==> config.mk <==
export PLATFORM = sky130hd
export DESIGN_NAME = ldl_hist_servicer
export DESIGN_NICKNAME = d
export VERILOG_FILES = /design/src/rtl/ldl_hist_pkg.sv /design/src/rtl/ldl_rr_pick.sv /design/src/rtl/ldl_hist_servicer.sv
export SDC_FILE = /design/constraint.sdc
export NUM_CORES = 1
export LEC_CHECK = 0
export BUFFER_PORTS_ARGS = -buffer_cell sky130_fd_sc_hd__buf_2
export CAP_MARGIN = 20
export CORE_UTILIZATION = 61
export CTS_CLUSTER_SIZE = 40
export DETAILED_ROUTE_END_ITERATION = 10
export PLACE_DENSITY = 0.86
export SYNTH_ARGS = -nofsm -noshare
export SYNTH_HDL_FRONTEND = slang
export SYNTH_HIERARCHICAL = 1
export SYNTH_SLANG_ARGS = --single-unit
==> constraint.sdc <==
create_clock -name clk -period 6.9 [get_ports clk]
set_clock_uncertainty 0.05 [all_clocks]
set_input_delay 1.38 -clock clk [delete_from_list [all_inputs] [get_ports clk]]
set_output_delay 1.38 -clock clk [all_outputs]
set_load 0.01 [all_outputs]
==> src/rtl/ldl_hist_pkg.sv <==
// Shared types for the event-history servicer: FSM state encoding.
package ldl_hist_pkg;

   typedef enum logic {
      IDLE  = 1'b0,
      GRANT = 1'b1
   } state_t;

endpackage

==> src/rtl/ldl_rr_pick.sv <==
// Round-robin first-set search over a request vector, starting at ptr and wrapping.
module ldl_rr_pick #(
   parameter int WIDTH = 8,
   parameter int IDXW  = $clog2(WIDTH)
) (
   input  logic [WIDTH-1:0] req,
   input  logic [IDXW-1:0]  ptr,
   output logic             found,
   output logic [IDXW-1:0]  idx
);

   int j;

   // Walk offsets from farthest to nearest so the nearest set bit wins.
   always_comb begin
      found = 1'b0;
      idx   = '0;
      j     = 0;
      for (int i = WIDTH - 1; i >= 0; i--) begin
         j = int'(ptr) + i;
         if (j >= WIDTH) j = j - WIDTH;
         if (req[j]) begin
            found = 1'b1;
            idx   = IDXW'(j);
         end
      end
   end

endmodule

==> src/rtl/ldl_hist_servicer.sv <==
// Sticky event capture with overflow tracking and a round-robin valid/ready servicer.
//
//   state | meaning
//   ------+-----------------------------------------------------------
//   IDLE  | no offer; picks next pending line when en=1 and any pend
//   GRANT | out_idx offered with out_valid=1 until out_ready handshake
module ldl_hist_servicer
   import ldl_hist_pkg::*;
#(
   parameter int WIDTH = 8,
   parameter int IDXW  = $clog2(WIDTH)
) (
   input  logic             clk,
   input  logic             rst_n,
   input  logic             clr,
   input  logic             en,
   input  logic [WIDTH-1:0] x,
   output logic             out_valid,
   input  logic             out_ready,
   output logic [IDXW-1:0]  out_idx,
   output logic [WIDTH-1:0] pend,
   output logic [WIDTH-1:0] ovf
);

   state_t            state;
   logic [IDXW-1:0]   ptr;
   logic              pick_found;
   logic [IDXW-1:0]   pick_idx;
   logic              hs;
   logic [WIDTH-1:0]  svc_mask;
   logic [IDXW-1:0]   ptr_inc;

   ldl_rr_pick #(
      .WIDTH (WIDTH),
      .IDXW  (IDXW)
   ) u_pick (
      .req   (pend),
      .ptr   (ptr),
      .found (pick_found),
      .idx   (pick_idx)
   );

   assign hs       = (state == GRANT) && out_ready;
   assign svc_mask = hs ? (WIDTH'(1) << out_idx) : '0;
   assign ptr_inc  = (out_idx == IDXW'(WIDTH - 1)) ? '0 : out_idx + 1'b1;

   always_ff @(posedge clk or negedge rst_n) begin
      if (!rst_n) begin
         state     <= IDLE;
         pend      <= '0;
         ovf       <= '0;
         ptr       <= '0;
         out_idx   <= '0;
         out_valid <= 1'b0;
      end else if (clr) begin
         state     <= IDLE;
         pend      <= '0;
         ovf       <= '0;
         ptr       <= '0;
         out_valid <= 1'b0;
      end else begin
         // A new pulse on the line being serviced re-arms it without counting as overflow.
         pend <= (pend & ~svc_mask) | x;
         ovf  <= ovf | (x & pend & ~svc_mask);
         case (state)
            IDLE: begin
               if (en && pick_found) begin
                  out_idx   <= pick_idx;
                  out_valid <= 1'b1;
                  state     <= GRANT;
               end
            end
            GRANT: begin
               if (out_ready) begin
                  out_valid <= 1'b0;
                  ptr       <= ptr_inc;
                  state     <= IDLE;
               end
            end
            default: begin
               out_valid <= 1'b0;
               state     <= IDLE;
            end
         endcase
      end
   end

endmodule

; ---- Word level (Yosys, flattened, before mapping)
; Index checks and enable logic that the tools add are counted.
; Widths: inputs -> output; s select.
[totals]
latchBits = 0
reg_bits = 24
rom_bits = 0
word_cells = 120
mem_bits_rw = 0
mem_count = 0
in_bits = 13
output_inout_bits = 20
[op_classes]
n_lt_le_gt_ge = 16
n_addsub = 16
mul = 0
n_reduce_logical = 7
shift = 1
n_eq_ne = 3
n_div = 0
muxes = 63
bitwise = 8
[ops]
columns = cell, count
row1 = $lt 32x5->1 const B, 8
row2 = $mux 32, 8
row3 = $ge 32x5->1 const B, 7
row4 = $sub 32x5->32 const B, 7
row5 = $mux 3, 12
row6 = $mux 1, 30
row7 = $and 8x8->8, 3
row8 = $bmux 1 s3, 8
row9 = $mux 8, 3
row10 = $add 3x3->4 const B, 4
row11 = $or 8x8->8, 2
row12 = $add 3x2->4 const B, 2
row13 = $not 8->8, 1
row14 = $shl 1x3->8 const A, 1
row15 = $ne 3x3->1 const B, 2
row16 = $sub 3x4->5 const B, 1
row17 = $add 3x1->4 const B, 1
row18 = $ge 3x4->1 const B, 1
row19 = $pmux 1 s2, 2
row20 = $reduce_and 2->1, 2
row21 = $reduce_bool 2->1, 2
row22 = $add 3x1->3 const B, 1
row23 = $eq 3x3->1 const B, 1
row24 = $reduce_and 3->1, 1
row25 = other kinds (2), 4

; ---- Depth between registers and ports, before layout
; Gate-level depths: netlist of run 1.
[depth]
ltp_word = 18
depth_mapped = 12
ltp_nobuf = 9

; ---- By module
; Netlist of run 1, hierarchy kept.
[modules_own_cells]
columns = module, area_each_um2, cells_each, n_inst
row1 = ldl_hist_servicer, 1176.1, 105, 1
row2 = ldl_rr_pick, 782.0, 90, 1

; ---- Worst setup path before layout of run 1
; No wires, ideal clock.
[synth_timing]
path_kind = register to register
start = reg ptr[1]
end = reg out_idx[0]
path_stages_with_launch = 13
path_slack_ns = 3.870
period_less_slack_ns = 3.030
path_buffers = 3
arrival_time_ns = 2.855
t_required_ns = 6.725
setup_ns = 0.125
cell_sequence = dfrtp_1 > buf_4 > buf_4 > inv_1 > ha_1 > clkbuf_1 > mux4_2 > mux2_4 > o21ai_2 > a31oi_1 > o21bai_1 > mux2_1 > mux2_4
[synth_lines]
columns = element, line_no
row1 = from (decl), ldl_hist_servicer.sv:26  ; logic [IDXW-1:0] ptr;
row2 = from (signal assigned), ldl_hist_servicer.sv:76  ; ptr <= ptr_inc;
row3 = $add 3x3->4, ldl_rr_pick.sv:20  ; j = int'(ptr) + i;
row4 = $sub 32x5->32 or $ge 32x5->1 (tied branches), ldl_rr_pick.sv:21  ; if (j >= WIDTH) j = j - WIDTH;
row5 = $mux 32, ldl_rr_pick.sv:21
row6 = $bmux 1 s3, ldl_rr_pick.sv:22  ; if (req[j]) begin
row7 = $mux 1 (not written as such) (2 in a row), ldl_rr_pick.sv:22
row8 = $mux 3 (7 in a row), ldl_rr_pick.sv:22
row9 = $mux 3 *, ldl_rr_pick.sv:22
row10 = via pick_idx[0], ldl_hist_servicer.sv:28  ; logic [IDXW-1:0] pick_idx;
row11 = to (signal assigned), ldl_hist_servicer.sv:68  ; out_idx <= pick_idx;
row12 = to (decl), ldl_hist_servicer.sv:20  ; output logic [IDXW-1:0] out_idx,
; Mark *: on every way through the listed nets, which the timed path passes. The rest lies on a longest branch. The select of a mux whose other input is x is not followed.
; A chain may end at the register's enable or synchronous reset.

; ---- Worst setup path after layout of run 1
; Ends and elaborated chain as after synthesis.

==> results.txt, run 1 <==
FF+latch count, synth: 24
met2 usage: 46.1%
placement row count: 20
largest net degree at the start of global routing: 30
final antenna-violating net count: 0
Synth Net Count: 216
Max IR drop VDD: 160 uV
pre-CTS setup slack: 3550 ps
M3 GR Usage: 5.05%
Seq/Total Area, Yosys: 30.7%
port bufs: 32
die height: 58.7 um
routability congestion estimate: 0.953
Final Hold Vio Count: 0
WHS: 489 ps
clk_lat worst skew: 320 ps
Max Fclk: 290 MHz
Remaining Overflow, GRT: 0
Netlist Area Pre-Place: 1960 um^2
PD cells: 249 nW/um^2
drt total wl: 4450 um
Hold Path Class: reg2reg
Die Wd: 58.7 um
CTS Hold Bufs: 0
CP max stage delay: 760 ps
vias in the first global route: 1583
Final #Nets: 242
Num CTS Buffers: 3
Total Routing Usage GR: 28.2%
syn_area_per_cell: 10.0 um^2
Mapped Cells: 195
initial core utilization: 64.1%
Synth Warn #: 6
unrepaired setup endpoints after global routing: false
CP Capture Type: flip-flop
leak pwr: 0.00100 uW
die area: 3440 um^2
initial antenna violation count: 0
WP data arrival: 3630 ps
Worst Tran Pin Value: 713 ps
Core Area: 3050 um^2
final worst setup slack: 3450 ps
outcome: finished clean
DR iter-0 viols: 99
WS Path Type: reg2reg
H-Tree Depth: 1
final setup violation count: 0
post_cts resized: 0
first-pass GRT wire length: 7420 um
maxcap violations: 0
GR peak layer: met2
# DRC: 0
via density per instance: 6.31
clock tree sinks: 24
Crit path top cell by count: mux2_4
1st-pass router iterations: 4
placed cells: 260
routed via count: 1667
Finished Layout Cells: 264
Slowest-stage cell, CP: dfrtp_1
clock root buffer master: clkbuf_4
Syn-to-layout area delta: 10.4%
diodes inserted: 0
share of cells above drive strength 1: 25.0%
Slew Limit Headroom: 52.5%
Global Route met1 Usage: 39.0%
final instance area: 2160 um^2
IO Count: 33
CTS max path bufs: 2
Worst-path clk slew: 150 ps
Cell Chain, Critical Path: inv_1 -> ha_1 -> mux4_1 -> mux2_4 -> o21ai_2 -> a31oi_1 -> o21bai_1 -> mux2_1 -> mux2_4
Setup TNS: 0 ps
post-DR wirelength/cell: 16.9 um
Placement Cell Area: 2110 um^2
Setup Fix Bufs, Post-CTS: 0
period utilization: 50.0%
CP Data Required Time: 7080 ps
CTS tree: built
synth unique cells: 53
crit-path max FO: 16
Critical Path Start Type: flip-flop
final max-slew violation count: 0
minimum clock period: 3450 ps
Post-DP HPWL: 3210 um
## synth_stat cells (all sizes together)
library cell,instances,area (um^2)
xor2,2,17.5
nand4,1,6.26
a21boi,1,7.51
dfrtp,24,601
o21bai,1,7.51
nand2,10,37.5
a211o,1,8.76
o32ai,8,70.1
o21ai,4,23.8
a31oi,3,18.8
a221oi,1,8.76
and4,3,26.3
ha,8,100
and3,3,18.8
clkbuf,3,11.3
a311o,1,10.0
o31ai,1,7.51
nor3,2,10.0
nor2,6,22.5
mux2,9,116
nor4,1,6.26
nor2b,2,12.5
inv,25,93.8
nor4b,1,8.76
o211a,1,10.0
o221ai,1,8.76
o211ai,1,7.51
nand3,1,5.00
xnor2,1,8.76
and4bb,2,28.8
nand2b,10,62.6
nand3b,2,15.0
and4b,3,30.0
and2,2,12.5
mux4,10,244
a21oi,10,50.1
a31o,1,8.76
a21bo,2,20.0
a211oi,1,7.51
o21a,2,15.0
buf,8,53.8
mux2i,4,40.0
a22oi,1,7.51
o22ai,10,62.6
a311oi,1,8.76
## final cells by class
type                            instances  area, um^2
Clock buffer                            3        22.5
Fill cell                             249         892
Clock inverter                          1        30.0
Inverter                               25        93.8
Multi-Input combinational cell        135        1200
Timing Repair Buffer                   32         160
Tap cell                               44        55.1
Sequential cell                        24         601
## layout by cell type, fill, tap and decap left out, drive strengths merged, types with 2 or more instances in the layout
master,count
buf,32
inv,25
dfrtp,24
nand2b,10
o22ai,10
a21oi,10
nand2,10
mux4,10
mux2,9
o32ai,8
ha,8
nor2,6
mux2i,4
o21ai,4
and4,3
and3,3
and4b,3
clkbuf,3
a31oi,3
nand3b,2
a21bo,2
o21a,2
xor2,2
nor2b,2
and2,2
nor3,2
and4bb,2
## metrics by stage
step                total power [uW]  utilization (%)
floorplan                        366                -
global placement                 423             69.1
detailed placement               429             69.1
finish                           537             70.8
global route                     572             70.8
CTS                              535             70.8
## critical path, delay by kind of cell (launching register included)
| family | cells | cell delay [ps] |
|---|---|---|
| mux | 4 | 1370 |
| flops | 1 | 760 |
| fa+ha+maj | 1 | 520 |
| compound gates | 3 | 370 |
| buf+inv | 1 | 270 |
## where the power goes
group / internal, uW / switching (uW)
clock network: 58.7 / 46.2
registers: 160 / 41.6
logic: 114 / 117
total: 333 / 205
## registers in the layout, summed over array words and instances (netlist names)
signal / count
out_valid: 1
pend: 8
ptr: 3
out_idx: 3
state: 1
ovf: 8
## logic make-up (layout without fill, tap and decap cells)
family,Yosys count,after routing,synth area share (%)
mux,23,23,20.4
xor+xnor,3,3,1.34
simple gates,49,49,15.5
fa+ha+maj,8,8,5.11
flops,24,24,30.7
compound gates,52,52,18.9
buf+inv,36,61,8.11
## worst paths after layout
kind / startpoint / end / slack, ps / depth (start not counted)
min in group asynchronous: rst_n / pend[7] / 960 / 1
worst min-delay path: out_valid / out_valid / 490 / 1
worst min register to register: out_valid / out_valid / 490 / 1
worst max-delay path: ptr[1] / out_idx[0] / 3450 / 9
worst max register to register: ptr[1] / out_idx[0] / 3450 / 9
max in group asynchronous: rst_n / pend[2] / 5480 / 1
## metal layers
layer  vias up  wire [um]
li1        789          -
met1       812       2090
met2        62       2120
met3         4        210
met4         0         24
met5         -          0
(Power assumes the default switching activity.)
==> inputs of run 2 (changes only) <==
Settings changed: CORE_UTILIZATION 61 to 51, PLACE_DENSITY 0.86 to 0.76.
Clock period 6.9 ns to 3.1 ns, I/O delays scaled along.
==> run 2 against run 1 <==
Core utilization down 10 points. Sequential power increased by 110%. Highest routed layer unchanged. Largest power group unchanged. Flip-flop and latch count unchanged. Critical endpoint unchanged. Fmax is 20% higher.
==> results.txt, run 2 (synthesis results as in run 1) <==
first-pass GRT wire length: 7120 um (-4.0%)
Num CTS Buffers: 3 (unchanged)
drt total wl: 4330 um (-2.6%)
period utilization: 92.7% (+43 points)
Finished Layout Cells: 271 (+2.7%)
Slowest-stage cell, CP: ha_1
Core Area: 3660 um^2 (+20%)
fillers: 308 (+24%)
clk_lat worst skew: 280 ps (-40 ps)
placement row count: 22 (+10%)
Total Routing Usage GR: 22.6% (-5.6 points)
Worst Tran Pin Value: 540 ps (-173 ps)
Syn-to-layout area delta: 12.7%
maxcap violations: 0 (unchanged)
Global Route met1 Usage: 28.2% (-11 points)
die area: 4090 um^2 (+19%)
CP max stage delay: 510 ps (-250 ps)
Max Fclk: 348 MHz (+20%)
final max-slew violation count: 0 (unchanged)
CP Data Required Time: 3220 ps (-3860 ps)
CTS max path bufs: 2 (unchanged)
WS Path Type: reg2reg
post_cts resized: 0 (unchanged)
Crit path top cell by count: mux2_4
Slew Limit Headroom: 64.0% (+12 points)
post-DR wirelength/cell: 16.0 um (-5.1%)
commonest non-fill, non-tap cell in the layout: buf_2
Post-DP HPWL: 3180 um (-0.67%)
Hold Path Class: in2async
H-Tree Depth: 1 (unchanged)
Final #Nets: 245 (+1.2%)
1st-pass router iterations: 4 (unchanged)
PD cells: 567 nW/um^2 (+130%)
Setup Fix Bufs, Post-CTS: 0 (unchanged)
via density per instance: 5.90 (-6.6%)
clock root buffer master: clkbuf_8
vias in the first global route: 1506 (-4.9%)
WP data arrival: 2990 ps (-640 ps)
unrepaired setup endpoints after global routing: false
met2 usage: 39.5% (-6.6 points)
most frequent cells in the layout: buf_2 (32), inv_1 (25), dfrtp_1 (24)
clock tree sinks: 24 (unchanged)
final antenna-violating net count: 0 (unchanged)
leak pwr: 0.00103 uW (+2.4%)
largest net degree at the start of global routing: 30 (unchanged)
crit-path max FO: 9 (-7)
minimum clock period: 2870 ps (-573 ps)
diodes inserted: 0 (unchanged)
CP Capture Type: flip-flop
initial antenna violation count: 0 (unchanged)
DR iter-0 viols: 75 (-24%)
Setup TNS: 0 ps (unchanged)
Die Wd: 64.0 um (+9.1%)
Remaining Overflow, GRT: 0 (unchanged)
WHS: 259 ps (-229 ps)
placed cells: 267 (+2.7%)
IO Count: 33 (unchanged)
Final Hold Vio Count: 0 (unchanged)
routability congestion estimate: 0.903 (-5.2%)
final setup violation count: 0 (unchanged)
Critical Path Start Type: flip-flop
CTS Hold Bufs: 0 (unchanged)
# DRC: 0 (unchanged)
GR peak layer: met2
share of cells above drive strength 1: 26.0% (+1.0 points)
CTS tree: built
Top Registers: ovf: 8 flops, pend: 8 flops
Cell Chain, Critical Path: inv_1 -> ha_1 -> mux4_1 -> mux2_4 -> o21ai_2 -> a31oi_1 -> o21bai_1 -> mux2_1 -> mux2_4
outcome: finished clean
M3 GR Usage: 5.71% (+0.66 points)
port bufs: 32 (unchanged)
Worst-path clk slew: 100 ps (-50 ps)
initial core utilization: 53.5% (-11 points)
routed via count: 1599 (-4.1%)
Max IR drop VDD: 323 uV (+100%)
die height: 64.0 um (+9.1%)
[run 2: layout make-up]
class | count | area [um^2] | share of cell area, %
Multi-Input combinational cell | 135 | 1200 | 54.3
Timing Repair Buffer | 35 | 183 | 8.28
Inverter | 25 | 93.8 | 4.25
Clock buffer | 3 | 41.3 | 1.87
Tap cell | 48 | 60.1 | 2.72
Sequential cell | 24 | 601 | 27.2
Clock inverter | 1 | 30.0 | 1.36
[run 2: worst paths after layout]
path	slack (ps)	depth (start not counted)	start	to
hold / removal	260	1	rst_n	pend[6]
min in group clk	470	1	out_valid	out_valid
setup / recovery	230	9	ptr[1]	out_idx[0]
setup reg to reg	230	9	ptr[1]	out_idx[0]
hold reg to reg	470	1	out_valid	out_valid
max in group asynchronous	2380	1	rst_n	out_idx[2]
[run 2: critical path: cells and delay by family (launching register included)]
kind | cells | cell delay, ps
multiplexers | 4 | 1360
adder cells (fa/ha/maj) | 1 | 510
AO/OA/AOI/OAI | 3 | 380
flip-flops | 1 | 360
buffers and inverters | 1 | 110
[run 2: metal layers]
metal / part of all wire (%) / wire, um / up-vias
li1: - / - / 793
met1: 45 / 1960 / 757
met2: 49 / 2130 / 45
met3: 4.5 / 195 / 4
met4: 1.1 / 46 / 0
met5: 0 / 0 / -
[run 2: stage by stage]
stage	area, um^2	util [%]	power [uW]	setup WS [ps]
3_5_place_dp	2140	58.3	959	242
3_3_place_gp	2140	58.3	949	375
4_1_cts	2210	60.3	1250	243
6_report	2210	60.3	1250	226
2_1_floorplan	1960	-	815	70.0
5_1_grt	2210	60.3	1330	141
[run 2: power breakdown]
part | switching, uW | total (uW) | internal [uW]
sequential | 71.9 | 428 | 357
combinational | 275 | 535 | 260
clock | 115 | 288 | 173
total | 462 | 1250 | 790
